<file path="src/rtl/shift_mult_pkg.sv">
// Shared definitions for the shift-and-add multiplier controller.
//   ST_W         : width of the registered controller state
//   state_t      : state register type
//   IDLE..DONE   : fixed state encodings, also used by the surrounding datapath glue
package shift_mult_pkg;

   localparam int unsigned ST_W = 4;

   typedef logic [ST_W-1:0] state_t;

   localparam state_t IDLE    = 4'd0;
   localparam state_t ARM     = 4'd1;
   localparam state_t INIT    = 4'd2;
   localparam state_t LD_L    = 4'd3;
   localparam state_t L_SHIFT = 4'd4;
   localparam state_t LD_R    = 4'd5;
   localparam state_t R_SHIFT = 4'd6;
   localparam state_t DONE    = 4'd7;

endpackage

</file>
<file path="src/rtl/bounded_counter.sv">
// Shift-cycle counter with synchronous clear and increment.
//   clk   : clock, rising edge
//   rst   : synchronous active-high reset, count -> 0
//   clr   : synchronous clear (wins over inc)
//   inc   : count up by one
//   count : current count
// The count saturates at all-ones instead of wrapping; the controller's shift
// limits keep it below that, so saturation only guards against misuse.
module bounded_counter #(
   parameter int unsigned CNT_W = 4
) (
   input  logic             clk,
   input  logic             rst,
   input  logic             clr,
   input  logic             inc,
   output logic [CNT_W-1:0] count
);

   logic [CNT_W-1:0] count_q, count_d;

   always_comb begin
      count_d = count_q;
      if (clr) begin
         count_d = '0;
      end else if (inc && (count_q != {CNT_W{1'b1}})) begin
         count_d = count_q + CNT_W'(1);
      end
   end

   always_ff @(posedge clk) begin
      if (rst) begin
         count_q <= '0;
      end else begin
         count_q <= count_d;
      end
   end

   assign count = count_q;

endmodule

</file>
<file path="src/rtl/shift_mult_controller.sv">
// Control FSM for the shift-and-add multiplier datapath: clear, operand load,
// left normalisation, product load, right de-normalisation, completion.
// Parameters:
//   CNT_W : shift counter width
//   L_MAX : left-shift cycle limit before overflow (1..2^CNT_W-1)
//   R_MAX : right-shift cycle limit before overflow (1..2^CNT_W-1)
// Ports:
//   clk, rst            : clock and synchronous active-high reset
//   start               : operation request, press-then-release
//   skip_r              : skip right-shift phase, sampled in INIT
//   a_shifting,
//   b_shifting          : left shifters still normalising
//   r_shifting          : result shifter still shifting
//   dp_clr, ld,
//   ld_l_shift,
//   ld_r_shift          : datapath load/clear strobes
//   l_shift_en,
//   r_shift_en          : shift/count enables
//   l_count, r_count    : shift cycles taken in the current operation
//   busy                : not IDLE
//   done                : one-cycle completion pulse
//   overflow            : sticky shift-limit flag, cleared in INIT
module shift_mult_controller
   import shift_mult_pkg::*;
#(
   parameter int unsigned CNT_W = 4,
   parameter int unsigned L_MAX = 8,
   parameter int unsigned R_MAX = 8
) (
   input  logic             clk,
   input  logic             rst,
   input  logic             start,
   input  logic             skip_r,
   input  logic             a_shifting,
   input  logic             b_shifting,
   input  logic             r_shifting,
   output logic             dp_clr,
   output logic             ld,
   output logic             ld_l_shift,
   output logic             ld_r_shift,
   output logic             l_shift_en,
   output logic             r_shift_en,
   output logic [CNT_W-1:0] l_count,
   output logic [CNT_W-1:0] r_count,
   output logic             busy,
   output logic             done,
   output logic             overflow
);

   // Count value seen during the last permitted cycle of each shift phase.
   localparam logic [CNT_W-1:0] L_LAST = CNT_W'(L_MAX - 1);
   localparam logic [CNT_W-1:0] R_LAST = CNT_W'(R_MAX - 1);

   state_t state_q, state_d;
   logic   skip_q, skip_d;
   logic   ovf_q, ovf_d;

   logic l_clr, l_inc, r_clr, r_inc;

   // Next-state logic. Inside shift states completion beats overflow.
   always_comb begin
      state_d = state_q;
      skip_d  = skip_q;
      ovf_d   = ovf_q;
      case (state_q)
         IDLE: begin
            if (start) state_d = ARM;
         end
         ARM: begin
            if (!start) state_d = INIT;
         end
         INIT: begin
            state_d = LD_L;
            skip_d  = skip_r;
            ovf_d   = 1'b0;
         end
         LD_L: begin
            state_d = L_SHIFT;
         end
         L_SHIFT: begin
            if (!a_shifting && !b_shifting) begin
               state_d = skip_q ? DONE : LD_R;
            end else if (l_count == L_LAST) begin
               state_d = DONE;
               ovf_d   = 1'b1;
            end
         end
         LD_R: begin
            state_d = R_SHIFT;
         end
         R_SHIFT: begin
            if (!r_shifting) begin
               state_d = DONE;
            end else if (r_count == R_LAST) begin
               state_d = DONE;
               ovf_d   = 1'b1;
            end
         end
         DONE: begin
            state_d = IDLE;
         end
         default: begin
            state_d = IDLE;
         end
      endcase
   end

   always_ff @(posedge clk) begin
      if (rst) begin
         state_q <= IDLE;
         skip_q  <= 1'b0;
         ovf_q   <= 1'b0;
      end else begin
         state_q <= state_d;
         skip_q  <= skip_d;
         ovf_q   <= ovf_d;
      end
   end

   // Moore output decode.
   always_comb begin
      dp_clr     = 1'b0;
      ld         = 1'b0;
      ld_l_shift = 1'b0;
      ld_r_shift = 1'b0;
      l_shift_en = 1'b0;
      r_shift_en = 1'b0;
      done       = 1'b0;
      case (state_q)
         ARM:     dp_clr     = 1'b1;
         INIT:    ld         = 1'b1;
         LD_L:    ld_l_shift = 1'b1;
         LD_R:    ld_r_shift = 1'b1;
         L_SHIFT: l_shift_en = 1'b1;
         R_SHIFT: r_shift_en = 1'b1;
         DONE:    done       = 1'b1;
         default: ;
      endcase
   end

   assign busy     = (state_q != IDLE);
   assign overflow = ovf_q;

   // r_count is also cleared in INIT so a skipped right phase reports zero.
   assign l_clr = (state_q == LD_L);
   assign l_inc = (state_q == L_SHIFT);
   assign r_clr = (state_q == INIT) || (state_q == LD_R);
   assign r_inc = (state_q == R_SHIFT);

   bounded_counter #(
      .CNT_W (CNT_W)
   ) u_l_counter (
      .clk   (clk),
      .rst   (rst),
      .clr   (l_clr),
      .inc   (l_inc),
      .count (l_count)
   );

   bounded_counter #(
      .CNT_W (CNT_W)
   ) u_r_counter (
      .clk   (clk),
      .rst   (rst),
      .clr   (r_clr),
      .inc   (r_inc),
      .count (r_count)
   );

endmodule

</file>
<file path="config.mk">
export PLATFORM = sky130hd
export DESIGN_NAME = shift_mult_controller
export DESIGN_NICKNAME = d
export VERILOG_FILES = /design/src/rtl/shift_mult_pkg.sv /design/src/rtl/bounded_counter.sv /design/src/rtl/shift_mult_controller.sv
export SDC_FILE = /design/constraint.sdc
export NUM_CORES = 1
export LEC_CHECK = 0
export BUFFER_PORTS_ARGS = -buffer_cell sky130_fd_sc_hd__buf_2
export CAP_MARGIN = 20
export CORE_MARGIN = 1
export CORE_UTILIZATION = 25
export CTS_BUF_LIST = sky130_fd_sc_hd__clkbuf_4 sky130_fd_sc_hd__clkbuf_8
export DETAILED_ROUTE_END_ITERATION = 8
export PLACE_DENSITY = 0.43
export RECOVER_POWER = 100
export REMOVE_ABC_BUFFERS = 1
export SYNTH_ARGS = -nofsm -noshare
export SYNTH_HDL_FRONTEND = slang
export SYNTH_SLANG_ARGS = --single-unit
</file>
<file path="constraint.sdc">
create_clock -name clk -period 1.55 [get_ports clk]
set_clock_uncertainty 0.1 [all_clocks]
set_input_delay 0.2325 -clock clk [delete_from_list [all_inputs] [get_ports clk]]
set_output_delay 0.2325 -clock clk [all_outputs]
set_load 0.02 [all_outputs]
</file>
==> flow_summary.html, run 1 <==
<table>
<tr><th>Metric</th><th>Value</th></tr>
<tr><th colspan="2">Status</th></tr>
<tr><td>Violated checks</td><td>setup timing</td></tr>
<tr><td>Run status</td><td>finished with violations</td></tr>
<tr><th colspan="2">Logic synthesis</th></tr>
<tr><td>Synthesized instance count</td><td>88</td></tr>
<tr><td>Seq/Total Area, Yosys</td><td>35.9%</td></tr>
<tr><td>Post-synthesis instance area</td><td>724 um^2</td></tr>
<tr><td>Number of warnings reported in the yosys synthesis log</td><td>0</td></tr>
<tr><td>Synthesized area per cell</td><td>8.23 um^2</td></tr>
<tr><td>Number of distinct library cell variants in the gate-level netlist after synthesis</td><td>29</td></tr>
<tr><td>Post-synthesis sequential element count</td><td>13</td></tr>
<tr><th colspan="2">Worst setup path</th></tr>
<tr><td>Worst Path Required</td><td>1.22 ns</td></tr>
<tr><td>Kind of critical path</td><td>flop to output pin</td></tr>
<tr><td>Crit Reg-Reg Startpoint</td><td>state_q[0]</td></tr>
<tr><td>Most numerous cell on the critical path</td><td>sky130_fd_sc_hd__buf_6</td></tr>
<tr><td>Critical path cell sequence</td><td>buf_6 -&gt; or3_4 -&gt; buf_6</td></tr>
<tr><td>Logic depth of the worst register-to-register path</td><td>4</td></tr>
<tr><td>Arrival @ worst endpoint</td><td>1.26 ns</td></tr>
<tr><td>Largest stage delay, worst path</td><td>0.37 ns</td></tr>
<tr><td>Nature of the critical path endpoint</td><td>output pin</td></tr>
<tr><td>Reg2reg end</td><td>u_l_counter.count[0]</td></tr>
<tr><td>Slack of the worst reg-to-reg path</td><td>-0.02 ns</td></tr>
<tr><td>Critical path fanouts, max</td><td>5</td></tr>
<tr><td>Cell type of the slowest stage on the worst timing path</td><td>sky130_fd_sc_hd__dfxtp_4</td></tr>
<tr><td>CP startpoint kind</td><td>flop</td></tr>
<tr><th colspan="2">Finish</th></tr>
<tr><td>Fraction of layout cells with a size suffix above 1</td><td>39.5%</td></tr>
<tr><td>Most frequent standard cell in the layout excluding fill and tap cells</td><td>sky130_fd_sc_hd__buf_4</td></tr>
<tr><td>Diodes inserted</td><td>0</td></tr>
<tr><td>Finished Cell Area</td><td>1110 um^2</td></tr>
<tr><td>Number of cells in the finished layout apart from fillers</td><td>160</td></tr>
<tr><td>Most frequent cells in the layout</td><td>sky130_fd_sc_hd__buf_4 (16), sky130_fd_sc_hd__dfxtp_1 (10), sky130_fd_sc_hd__clkbuf_1 (9)</td></tr>
<tr><td>Synthesis-to-layout area growth</td><td>53.0%</td></tr>
<tr><td>Final nets</td><td>139</td></tr>
<tr><td>Share of the core filled with cells in the final layout</td><td>40.2%</td></tr>
<tr><th colspan="2">Worst hold path</th></tr>
<tr><td>Hold depth</td><td>2</td></tr>
<tr><td>Hold WC Path Type</td><td>primary input to flop</td></tr>
<tr><td>End point of the most critical hold path</td><td>state_q[2]</td></tr>
<tr><td>Hold Path Origin</td><td>rst</td></tr>
<tr><th colspan="2">Placed design</th></tr>
<tr><td>Dpl ws</td><td>0.0869 ns</td></tr>
<tr><td>Post-place instance area</td><td>912 um^2</td></tr>
<tr><td>Post-Place Cells</td><td>145</td></tr>
<tr><td>GP Congestion</td><td>0.746</td></tr>
<tr><td>Number of port buffers</td><td>23</td></tr>
<tr><td>HPWL Detailed</td><td>1370 um</td></tr>
<tr><th colspan="2">GRT</th></tr>
<tr><td>Via count of the first global-routing pass</td><td>785</td></tr>
<tr><td>First-pass GRT wire length</td><td>3340 um</td></tr>
<tr><td>GRT Util Overall</td><td>13.7%</td></tr>
<tr><td>Maximum number of pins on one net before global-route repair</td><td>14</td></tr>
<tr><td>Number of antenna violations at the first check in global routing</td><td>0</td></tr>
<tr><td>Overflow left after global routing</td><td>0</td></tr>
<tr><th colspan="2">Power</th></tr>
<tr><td>Leakage power</td><td>0.000486 uW</td></tr>
<tr><td>Power density relative to cell area</td><td>622 nW/um^2</td></tr>
<tr><td>Peak supply drop</td><td>576 uV</td></tr>
<tr><th colspan="2">Route</th></tr>
<tr><td>Sum of routed wire length over all layers</td><td>2040 um</td></tr>
<tr><td>Remaining routing DRC violations</td><td>0</td></tr>
<tr><td>Number of nets with antenna violations after routing</td><td>0</td></tr>
<tr><td>Violation count after the first detailed-route iteration</td><td>35</td></tr>
<tr><td>Routed len/inst</td><td>12.8 um</td></tr>
<tr><td>Via density per instance</td><td>5.14</td></tr>
<tr><td>First-pass detailed-route iteration total</td><td>4</td></tr>
<tr><td>Vias after detailed routing</td><td>823</td></tr>
<tr><th colspan="2">Die</th></tr>
<tr><td>Core region area</td><td>2760 um^2</td></tr>
<tr><td>Row count</td><td>19</td></tr>
<tr><td>Die Wd</td><td>55.8 um</td></tr>
<tr><td>Effective utilization at floorplan</td><td>26.3%</td></tr>
<tr><td>Vertical die dimension</td><td>55.8 um</td></tr>
<tr><td>I/O pin total</td><td>24</td></tr>
<tr><td>Die area</td><td>3120 um^2</td></tr>
<tr><th colspan="2">Clock tree</th></tr>
<tr><td>Number of clock buffers inserted by TritonCTS</td><td>3</td></tr>
<tr><td>Level count of the clock H-tree</td><td>1</td></tr>
<tr><td>Longest Clk Path Bufs</td><td>2</td></tr>
<tr><td>Number of buffers added to fix hold violations after cts</td><td>0</td></tr>
<tr><td>Clock Tree Root</td><td>sky130_fd_sc_hd__clkbuf_4</td></tr>
<tr><td>Clock slew at the register clock pins of the worst setup and hold paths</td><td>0.08 ns</td></tr>
<tr><td>Sinks on the clock net</td><td>13</td></tr>
<tr><td>Clock insertion delay at the later pin of the skew report</td><td>0.28 ns</td></tr>
<tr><td>TritonCTS clock tree</td><td>built</td></tr>
<tr><th colspan="2">Timing</th></tr>
<tr><td>Unrepaired setup endpoints after global routing</td><td>yes</td></tr>
<tr><td>Setup slack of the critical path after layout</td><td>-0.0462 ns</td></tr>
<tr><td>Number of slew-limit violations in the final report</td><td>0</td></tr>
<tr><td>Count of endpoints failing setup in the final report</td><td>3</td></tr>
<tr><td>Hold Violations, Final</td><td>0</td></tr>
<tr><td>Actual transition at the worst max-transition pin</td><td>0.265 ns</td></tr>
<tr><td>Ratio of final minimum period to clock period</td><td>103%</td></tr>
<tr><td>Crit path time final</td><td>1.60 ns</td></tr>
<tr><td>Max frequency</td><td>626 MHz</td></tr>
<tr><td>Max-slew headroom</td><td>82.2%</td></tr>
<tr><th colspan="2">Run</th></tr>
<tr><td>Max-cap check violation count</td><td>0</td></tr>
</table>
## worst max-delay path, delay by kind of cell (launching register included)
| kind | cells | cell delay [ns] |
|---|---|---|
| DFF | 1 | 0.37 |
| buffers and inverters | 2 | 0.26 |
| and+or+nand+nor | 1 | 0.36 |
## final cells by class
class	instances	area (um^2)
well taps	31	38.8
multi-input cells	68	477
fillers	297	1650
inverters	4	15.0
repair buffers	40	279
flip-flops and latches	13	269
clock buffers	4	30.0
## metal layers
layer / global-route usage (%) / share of wire, % / vias up
li1: - / - / 413
met1: 16.7 / 46 / 386
met2: 22.2 / 48 / 22
met3: 4.88 / 5.0 / 2
met4: 4.88 / 1.0 / 0
met5: 0 / 0 / -
## what timing repair did
| action | 4_1_cts | 5_1_grt |
|---|---|---|
| pin swaps | 5 | 6 |
| setup endpoints to repair | 7 | 10 |
| gates resized for setup | 20 | 11 |
| gates cloned | 0 | 0 |
| setup buffers | 9 | 2 |
## how the worst max path moves through the flow
stage / cells after the start / startpoint / slack [ns] / endpoint
CTS: 3 / state_q[0] / -0.06 / busy
global route: 3 / state_q[0] / -0.09 / busy
floorplan: 3 / state_q[1] / -0.26 / u_r_counter.count[3]
global placement: 3 / state_q[0] / 0.11 / u_l_counter.count[0]
finish: 3 / state_q[0] / -0.05 / busy
detailed placement: 3 / state_q[0] / 0.09 / u_l_counter.count[3]
## cell families after synthesis
family | Yosys count | share of synthesized area [%]
adder cells (fa/ha/maj) | 2 | 3.45
multiplexers | 2 | 2.76
flip-flops | 13 | 35.9
AND/OR/NAND/NOR | 43 | 37.3
AO/OA/AOI/OAI | 21 | 16.9
buffers and inverters | 7 | 3.63
## power breakdown
| group | switching (uW) | internal (uW) |
|---|---|---|
| Sequential | 7.41 | 339 |
| Combinational | 53.3 | 57.8 |
| Clock | 115 | 117 |
## state kept, by name (all words and copies together) (netlist names)
name / flops
state_q: 3
u_r_counter.count: 4
skip_q: 1
u_l_counter.count: 4
overflow: 1
## metrics by stage
step / setup TNS, ns / power (uW) / hold WS [ns]
floorplan: -1.36 / 399 / 0.202
global placement: 0 / 435 / 0.362
detailed placement: 0 / 434 / 0.370
CTS: -0.0924 / 697 / 0.0946
global route: -0.445 / 730 / 0.107
finish: -0.0852 / 690 / 0.0988
## Yosys cell counts
master / number / area, um^2
sky130_fd_sc_hd__a211oi_1: 1 / 7.51
sky130_fd_sc_hd__a21oi_1: 9 / 45.0
sky130_fd_sc_hd__a221oi_1: 1 / 8.76
sky130_fd_sc_hd__a311oi_1: 1 / 8.76
sky130_fd_sc_hd__a41oi_1: 1 / 8.76
sky130_fd_sc_hd__and3_1: 3 / 18.8
sky130_fd_sc_hd__and3b_1: 2 / 17.5
sky130_fd_sc_hd__and4_1: 1 / 8.76
sky130_fd_sc_hd__and4b_1: 2 / 20.0
sky130_fd_sc_hd__clkbuf_1: 3 / 11.3
sky130_fd_sc_hd__dfxtp_1: 13 / 260
sky130_fd_sc_hd__ha_1: 2 / 25.0
sky130_fd_sc_hd__inv_1: 4 / 15.0
sky130_fd_sc_hd__mux2i_1: 2 / 20.0
sky130_fd_sc_hd__nand2_1: 3 / 11.3
sky130_fd_sc_hd__nand2b_1: 2 / 12.5
sky130_fd_sc_hd__nand3_1: 2 / 10.0
sky130_fd_sc_hd__nand3b_1: 5 / 37.5
sky130_fd_sc_hd__nor2_1: 4 / 15.0
sky130_fd_sc_hd__nor2b_1: 3 / 18.8
sky130_fd_sc_hd__nor3_1: 5 / 25.0
sky130_fd_sc_hd__nor3b_1: 1 / 7.51
sky130_fd_sc_hd__nor4_1: 3 / 18.8
sky130_fd_sc_hd__o21ai_0: 6 / 30.0
sky130_fd_sc_hd__o22ai_1: 1 / 6.26
sky130_fd_sc_hd__o31ai_1: 1 / 7.51
sky130_fd_sc_hd__or2_2: 1 / 6.26
sky130_fd_sc_hd__or3_1: 5 / 31.3
sky130_fd_sc_hd__or3b_4: 1 / 11.3
(Power assumes the default switching activity.)
==> inputs of run 2 (changes only) <==
clock period = 1.8 ns   (was 1.55 ns; I/O delays follow)
==> run 2 against run 1 <==
Net effect:
- the flow now finishes without violations
- core utilization down 6.9 points
- wire length down 9.4%
- sequential cell count unchanged
- non-clock buffer count down 13
- design area down 17%
- die area unchanged
- clock-buffer cell count unchanged
- critical path type unchanged
- critical endpoint is now l_shift_en
==> flow_summary.html, run 2 (same netlist as run 1, synthesis figures left out) <==
<table>
<tr><th>Metric</th><th>Value</th></tr>
<tr><th colspan="2">Status</th></tr>
<tr><td>Run status</td><td>completed</td></tr>
<tr><th colspan="2">Die</th></tr>
<tr><td>Effective utilization at floorplan</td><td>26.3%</td></tr>
<tr><td>Die Wd</td><td>55.8 um</td></tr>
<tr><td>Row count</td><td>19</td></tr>
<tr><td>Die area</td><td>3120 um^2</td></tr>
<tr><td>I/O pin total</td><td>24</td></tr>
<tr><td>Core region area</td><td>2760 um^2</td></tr>
<tr><td>Vertical die dimension</td><td>55.8 um</td></tr>
<tr><th colspan="2">Finish</th></tr>
<tr><td>Finished Cell Area</td><td>918 um^2</td></tr>
<tr><td>Total area of multi-input combinational cells</td><td>438 um^2</td></tr>
<tr><td>Share of the core filled with cells in the final layout</td><td>33.3%</td></tr>
<tr><td>Most frequent standard cell in the layout excluding fill and tap cells</td><td>sky130_fd_sc_hd__clkbuf_1</td></tr>
<tr><td>Most frequent cells in the layout</td><td>sky130_fd_sc_hd__clkbuf_1 (13), sky130_fd_sc_hd__dfxtp_1 (11), sky130_fd_sc_hd__a21oi_1 (9)</td></tr>
<tr><td>Fill cell count</td><td>321</td></tr>
<tr><td>Diodes inserted</td><td>0</td></tr>
<tr><td>FF/Latch Area</td><td>265 um^2</td></tr>
<tr><td>Fraction of layout cells with a size suffix above 1</td><td>19.8%</td></tr>
<tr><td>Final nets</td><td>126</td></tr>
<tr><td>Synthesis-to-layout area growth</td><td>26.8%</td></tr>
<tr><th colspan="2">Worst hold path</th></tr>
<tr><td>Hold Path Origin</td><td>skip_r</td></tr>
<tr><td>Hold depth</td><td>3</td></tr>
<tr><td>End point of the most critical hold path</td><td>skip_q</td></tr>
<tr><td>Hold WC Path Type</td><td>primary input to flop</td></tr>
<tr><th colspan="2">Timing</th></tr>
<tr><td>Number of slew-limit violations in the final report</td><td>0</td></tr>
<tr><td>Crit path time final</td><td>1.70 ns</td></tr>
<tr><td>Max frequency</td><td>590 MHz</td></tr>
<tr><td>Ratio of final minimum period to clock period</td><td>94.2%</td></tr>
<tr><td>Unrepaired setup endpoints after global routing</td><td>no</td></tr>
<tr><td>Setup_tns</td><td>0 ns</td></tr>
<tr><td>Smallest hold slack</td><td>0.130 ns</td></tr>
<tr><td>Hold Violations, Final</td><td>0</td></tr>
<tr><td>Actual transition at the worst max-transition pin</td><td>0.316 ns</td></tr>
<tr><td>Count of endpoints failing setup in the final report</td><td>0</td></tr>
<tr><td>Max-slew headroom</td><td>78.9%</td></tr>
<tr><th colspan="2">Clock tree</th></tr>
<tr><td>Clock slew at the register clock pins of the worst setup and hold paths</td><td>0.09 ns</td></tr>
<tr><td>TritonCTS clock tree</td><td>built</td></tr>
<tr><td>Level count of the clock H-tree</td><td>1</td></tr>
<tr><td>Number of clock buffers inserted by TritonCTS</td><td>3</td></tr>
<tr><td>Longest Clk Path Bufs</td><td>2</td></tr>
<tr><td>Clock insertion delay at the later pin of the skew report</td><td>0.28 ns</td></tr>
<tr><td>Number of buffers added to fix hold violations after cts</td><td>0</td></tr>
<tr><td>Sinks on the clock net</td><td>13</td></tr>
<tr><td>Clock Tree Root</td><td>sky130_fd_sc_hd__clkbuf_4</td></tr>
<tr><th colspan="2">Power</th></tr>
<tr><td>Leakage power</td><td>0.000385 uW</td></tr>
<tr><td>Power density relative to cell area</td><td>620 nW/um^2</td></tr>
<tr><td>Peak supply drop</td><td>314 uV</td></tr>
<tr><th colspan="2">GRT</th></tr>
<tr><td>GRT Util Overall</td><td>13.0%</td></tr>
<tr><td>Overflow left after global routing</td><td>0</td></tr>
<tr><td>Number of antenna violations at the first check in global routing</td><td>0</td></tr>
<tr><td>First-pass GRT wire length</td><td>3180 um</td></tr>
<tr><td>Maximum number of pins on one net before global-route repair</td><td>17</td></tr>
<tr><td>Via count of the first global-routing pass</td><td>708</td></tr>
<tr><th colspan="2">Worst setup path</th></tr>
<tr><td>Logic depth of the worst register-to-register path</td><td>4</td></tr>
<tr><td>Critical path fanouts, max</td><td>16</td></tr>
<tr><td>CP startpoint kind</td><td>flop</td></tr>
<tr><td>Kind of critical path</td><td>flop to output pin</td></tr>
<tr><td>Reg2reg end</td><td>u_r_counter.count[0]</td></tr>
<tr><td>Slack of the worst reg-to-reg path</td><td>0.33 ns</td></tr>
<tr><td>Crit Reg-Reg Startpoint</td><td>u_r_counter.count[0]</td></tr>
<tr><td>Arrival @ worst endpoint</td><td>1.33 ns</td></tr>
<tr><td>Nature of the critical path endpoint</td><td>output pin</td></tr>
<tr><td>Worst Path Required</td><td>1.43 ns</td></tr>
<tr><th colspan="2">Route</th></tr>
<tr><td>Vias after detailed routing</td><td>764</td></tr>
<tr><td>First-pass detailed-route iteration total</td><td>4</td></tr>
<tr><td>Remaining routing DRC violations</td><td>0</td></tr>
<tr><td>Via density per instance</td><td>5.20</td></tr>
<tr><td>Sum of routed wire length over all layers</td><td>1850 um</td></tr>
<tr><td>Violation count after the first detailed-route iteration</td><td>25</td></tr>
<tr><td>Number of nets with antenna violations after routing</td><td>0</td></tr>
<tr><td>Routed len/inst</td><td>12.6 um</td></tr>
<tr><th colspan="2">Placed design</th></tr>
<tr><td>Post-place instance area</td><td>890 um^2</td></tr>
<tr><td>HPWL Detailed</td><td>1350 um</td></tr>
<tr><td>GP Congestion</td><td>0.774</td></tr>
<tr><td>Number of port buffers</td><td>23</td></tr>
<tr><th colspan="2">Run</th></tr>
<tr><td>Max-cap check violation count</td><td>0</td></tr>
</table>
## run 2: cell types whose count changed in the layout (fill, tap and decap cells not counted), sizes merged
cell / previous run / this run
buf: 31 / 13
clkbuf: 13 / 18
## run 2: routing by layer
layer	up-vias	track usage, %	part of all wire [%]	wire [um]
met1	354	16.0	49	910
met4	0	3.14	1.0	19
met5	-	0	0	0
met3	2	5.35	5.8	108
met2	21	21.3	44	813
li1	387	-	-	-
## run 2: worst max-delay path: stages, from the launching register on
cell	delay, ns
sky130_fd_sc_hd__dfxtp_4	0.40
sky130_fd_sc_hd__or3b_4	0.42
sky130_fd_sc_hd__inv_2	0.09
sky130_fd_sc_hd__buf_4	0.14
## run 2: per-stage QoR
step           worst slack (ns)  instances  power [uW]
2_1_floorplan          -0.00570         85         344
3_3_place_gp              0.220        142         372
3_5_place_dp              0.205        142         372
4_1_cts                 0.00825        146         582
5_1_grt                 0.00679        147         602
6_report                  0.104        147         569
## run 2: power by group
| part | switching (uW) | total [uW] | internal (uW) |
|---|---|---|---|
| sequential | 8.16 | 300 | 292 |
| combinational | 37.4 | 64.7 | 27.3 |
| clock | 103 | 204 | 101 |
| total | 149 | 569 | 420 |
## run 2: worst max path at each step
stage | cells past startpoint | startpoint | slack (ns) | endpoint
2_1_floorplan | 3 | state_q[1] | -0.006 | u_r_counter.count[3]
3_3_place_gp | 3 | state_q[1] | 0.22 | u_r_counter.count[2]
3_5_place_dp | 3 | state_q[1] | 0.20 | u_r_counter.count[2]
4_1_cts | 3 | state_q[1] | 0.008 | l_shift_en
5_1_grt | 3 | state_q[2] | 0.007 | ld
6_report | 3 | state_q[1] | 0.10 | l_shift_en
## run 2: cell type report
type	instances	share of cell area, %
repair buffers	27	14.3
well taps	31	4.22
flip-flops and latches	13	28.9
multi-input cells	68	47.7
clock buffers	4	3.27
inverters	4	1.63
## run 2: timing repair
action	CTS	global route
resized for setup	1	4
endpoints found under the setup margin	3	4
buffers inserted	0	1
==> inputs of run 3 (changes only) <==
BUFFER_PORTS_ARGS = -buffer_cell sky130_fd_sc_hd__buf_4   (was -buffer_cell sky130_fd_sc_hd__buf_2)
CAP_MARGIN = not set   (was 20)
==> run 3 against run 2 <==
Net effect:
- final cell count did not move
- wire length fell by 5.5%
- sequential cell count did not move
- critical path type unchanged
- maximum frequency fell by 0.78%
- sequential share of layout area fell by 1.1 points
- sequential power barely moved
- core utilization rose by 0.86 points
- clock power fell by 4%
- register-to-register slack improved by 0.03 ns
- largest cell class unchanged
- design area rose by 2.6%
==> flow_summary.html, run 3 (same netlist as run 1, synthesis figures left out) <==
<table>
<tr><th>Metric</th><th>Value</th></tr>
<tr><th colspan="2">Finish</th></tr>
<tr><td>Diodes inserted</td><td>0</td></tr>
<tr><td>Fill cell count</td><td>312</td></tr>
<tr><td>Most frequent cells in the layout</td><td>sky130_fd_sc_hd__buf_4 (15), sky130_fd_sc_hd__dfxtp_1 (12), sky130_fd_sc_hd__clkbuf_1 (11)</td></tr>
<tr><td>Finished Cell Area</td><td>942 um^2</td></tr>
<tr><td>Most frequent standard cell in the layout excluding fill and tap cells</td><td>sky130_fd_sc_hd__buf_4</td></tr>
<tr><td>Synthesis-to-layout area growth</td><td>30.1%</td></tr>
<tr><td>Final nets</td><td>126</td></tr>
<tr><td>Fraction of layout cells with a size suffix above 1</td><td>20.7%</td></tr>
<tr><th colspan="2">Timing</th></tr>
<tr><td>Max frequency</td><td>585 MHz</td></tr>
<tr><td>Ratio of final minimum period to clock period</td><td>95.0%</td></tr>
<tr><td>Setup_tns</td><td>0 ns</td></tr>
<tr><td>Crit path time final</td><td>1.71 ns</td></tr>
<tr><td>Max-slew headroom</td><td>79.8%</td></tr>
<tr><td>Count of endpoints failing setup in the final report</td><td>0</td></tr>
<tr><td>Unrepaired setup endpoints after global routing</td><td>no</td></tr>
<tr><td>Setup slack of the critical path after layout</td><td>0.0906 ns</td></tr>
<tr><td>Smallest hold slack</td><td>0.103 ns</td></tr>
<tr><td>Number of slew-limit violations in the final report</td><td>0</td></tr>
<tr><td>Hold Violations, Final</td><td>0</td></tr>
<tr><td>Actual transition at the worst max-transition pin</td><td>0.301 ns</td></tr>
<tr><th colspan="2">Worst setup path</th></tr>
<tr><td>Nature of the critical path endpoint</td><td>output pin</td></tr>
<tr><td>Reg2reg end</td><td>u_r_counter.count[0]</td></tr>
<tr><td>Slack of the worst reg-to-reg path</td><td>0.36 ns</td></tr>
<tr><td>Crit path from</td><td>state_q[1]</td></tr>
<tr><td>CP startpoint kind</td><td>flop</td></tr>
<tr><td>Critical path fanouts, max</td><td>7</td></tr>
<tr><td>Arrival @ worst endpoint</td><td>1.34 ns</td></tr>
<tr><td>Last element of the critical path</td><td>l_shift_en</td></tr>
<tr><td>Kind of critical path</td><td>flop to output pin</td></tr>
<tr><td>Crit Reg-Reg Startpoint</td><td>u_r_counter.count[0]</td></tr>
<tr><td>Worst Path Required</td><td>1.43 ns</td></tr>
<tr><td>Logic depth of the worst register-to-register path</td><td>4</td></tr>
<tr><th colspan="2">Placed design</th></tr>
<tr><td>GP Congestion</td><td>0.750</td></tr>
<tr><td>Number of port buffers</td><td>23</td></tr>
<tr><td>HPWL Detailed</td><td>1360 um</td></tr>
<tr><td>Post-place instance area</td><td>955 um^2</td></tr>
<tr><td>Dpl ws</td><td>0.325 ns</td></tr>
<tr><th colspan="2">Clock tree</th></tr>
<tr><td>Level count of the clock H-tree</td><td>1</td></tr>
<tr><td>TritonCTS clock tree</td><td>built</td></tr>
<tr><td>CTS resizes</td><td>0</td></tr>
<tr><td>Clock insertion delay at the later pin of the skew report</td><td>0.27 ns</td></tr>
<tr><td>Clock Tree Root</td><td>sky130_fd_sc_hd__clkbuf_4</td></tr>
<tr><td>Sinks on the clock net</td><td>13</td></tr>
<tr><td>Number of buffers added to fix hold violations after cts</td><td>0</td></tr>
<tr><td>Number of clock buffers inserted by TritonCTS</td><td>3</td></tr>
<tr><td>Clock slew at the register clock pins of the worst setup and hold paths</td><td>0.08 ns</td></tr>
<tr><td>Longest Clk Path Bufs</td><td>2</td></tr>
<tr><td>Post-CTS setup repair buffer count</td><td>0</td></tr>
<tr><th colspan="2">Die</th></tr>
<tr><td>Core region area</td><td>2760 um^2</td></tr>
<tr><td>Die Wd</td><td>55.8 um</td></tr>
<tr><td>Die area</td><td>3120 um^2</td></tr>
<tr><td>Vertical die dimension</td><td>55.8 um</td></tr>
<tr><td>I/O pin total</td><td>24</td></tr>
<tr><td>Effective utilization at floorplan</td><td>26.3%</td></tr>
<tr><td>Row count</td><td>19</td></tr>
<tr><th colspan="2">GRT</th></tr>
<tr><td>Fraction of met3 tracks used by global routing</td><td>5.12%</td></tr>
<tr><td>Overflow left after global routing</td><td>0</td></tr>
<tr><td>Met2 demand-to-capacity share in global routing</td><td>17.6%</td></tr>
<tr><td>Grt peak-use layer</td><td>met2</td></tr>
<tr><td>Met1 global-route usage</td><td>17.1%</td></tr>
<tr><td>GRT Util Overall</td><td>12.1%</td></tr>
<tr><td>Via count of the first global-routing pass</td><td>657</td></tr>
<tr><td>Maximum number of pins on one net before global-route repair</td><td>16</td></tr>
<tr><td>Number of antenna violations at the first check in global routing</td><td>0</td></tr>
<tr><td>First-pass GRT wire length</td><td>3010 um</td></tr>
<tr><th colspan="2">Route</th></tr>
<tr><td>First-pass detailed-route iteration total</td><td>4</td></tr>
<tr><td>Number of nets with antenna violations after routing</td><td>0</td></tr>
<tr><td>Sum of routed wire length over all layers</td><td>1750 um</td></tr>
<tr><td>Violation count after the first detailed-route iteration</td><td>16</td></tr>
<tr><td>Remaining routing DRC violations</td><td>0</td></tr>
<tr><td>Routed len/inst</td><td>11.9 um</td></tr>
<tr><td>Vias after detailed routing</td><td>743</td></tr>
<tr><td>Via density per instance</td><td>5.05</td></tr>
<tr><th colspan="2">Power</th></tr>
<tr><td>Leakage power</td><td>0.000400 uW</td></tr>
<tr><td>Peak supply drop</td><td>325 uV</td></tr>
<tr><td>Power density relative to cell area</td><td>600 nW/um^2</td></tr>
<tr><th colspan="2">Run</th></tr>
<tr><td>Max-cap check violation count</td><td>0</td></tr>
<tr><th colspan="2">Status</th></tr>
<tr><td>Run status</td><td>completed</td></tr>
<tr><th colspan="2">Worst hold path</th></tr>
<tr><td>Hold WC Path Type</td><td>primary input to flop</td></tr>
</table>
==> run 3: cell types whose count changed in the layout (fill, tap and decap cells not counted) <==
cell                       before  now
sky130_fd_sc_hd__dfxtp_1       11   12
sky130_fd_sc_hd__buf_4          5   15
sky130_fd_sc_hd__dfxtp_4        1    0
sky130_fd_sc_hd__buf_2          8    0
sky130_fd_sc_hd__clkbuf_1      13   11
==> run 3: metal layers <==
metal / vias to the layer above / wire length [um] / part of all wire [%]
li1: 392 / - / -
met1: 334 / 914 / 52
met2: 15 / 721 / 41
met3: 2 / 94 / 5.4
met4: 0 / 19 / 1.1
met5: - / 0 / 0
==> run 3: where the power goes <==
part / total [uW] / switching, uW / internal, uW
logic: 70.9 / 38.1 / 32.8
clock network: 195 / 93.9 / 101
registers: 299 / 6.73 / 293
total: 565 / 139 / 426
==> run 3: cell type report <==
class                      count  area, um^2  area share (%)
clock buffer                   4        30.0            3.19
inverter                       4        15.0            1.59
multi-input combinational     68         438            46.5
sequential                    13         262            27.8
tap                           31        38.8            4.12
timing repair buffer          27         159            16.9
==> run 3: how the worst min path moves through the flow <==
| stage | endpoint | start | slack, ns | cells after the start |
|---|---|---|---|---|
| detailed placement | skip_q | skip_q | 0.39 | 2 |
| global placement | skip_q | skip_q | 0.38 | 2 |
| floorplan | state_q[2] | rst | 0.24 | 1 |
| finish | state_q[2] | rst | 0.10 | 2 |
| CTS | state_q[2] | rst | 0.09 | 2 |
| global route | state_q[2] | rst | 0.09 | 2 |
==> run 3: metrics by stage <==
stage / total power, uW / utilization, % / std cells
floorplan: 344 / - / 85
global placement: 383 / 34.6 / 143
detailed placement: 381 / 34.6 / 143
CTS: 584 / 35.7 / 147
global route: 599 / 34.2 / 147
finish: 565 / 34.2 / 147
==> run 3: worst max-delay path, stage by stage, from the launching register on <==
cell	delay (ns)
sky130_fd_sc_hd__dfxtp_1	0.37
sky130_fd_sc_hd__or3b_4	0.42
sky130_fd_sc_hd__inv_1	0.12
sky130_fd_sc_hd__buf_4	0.15
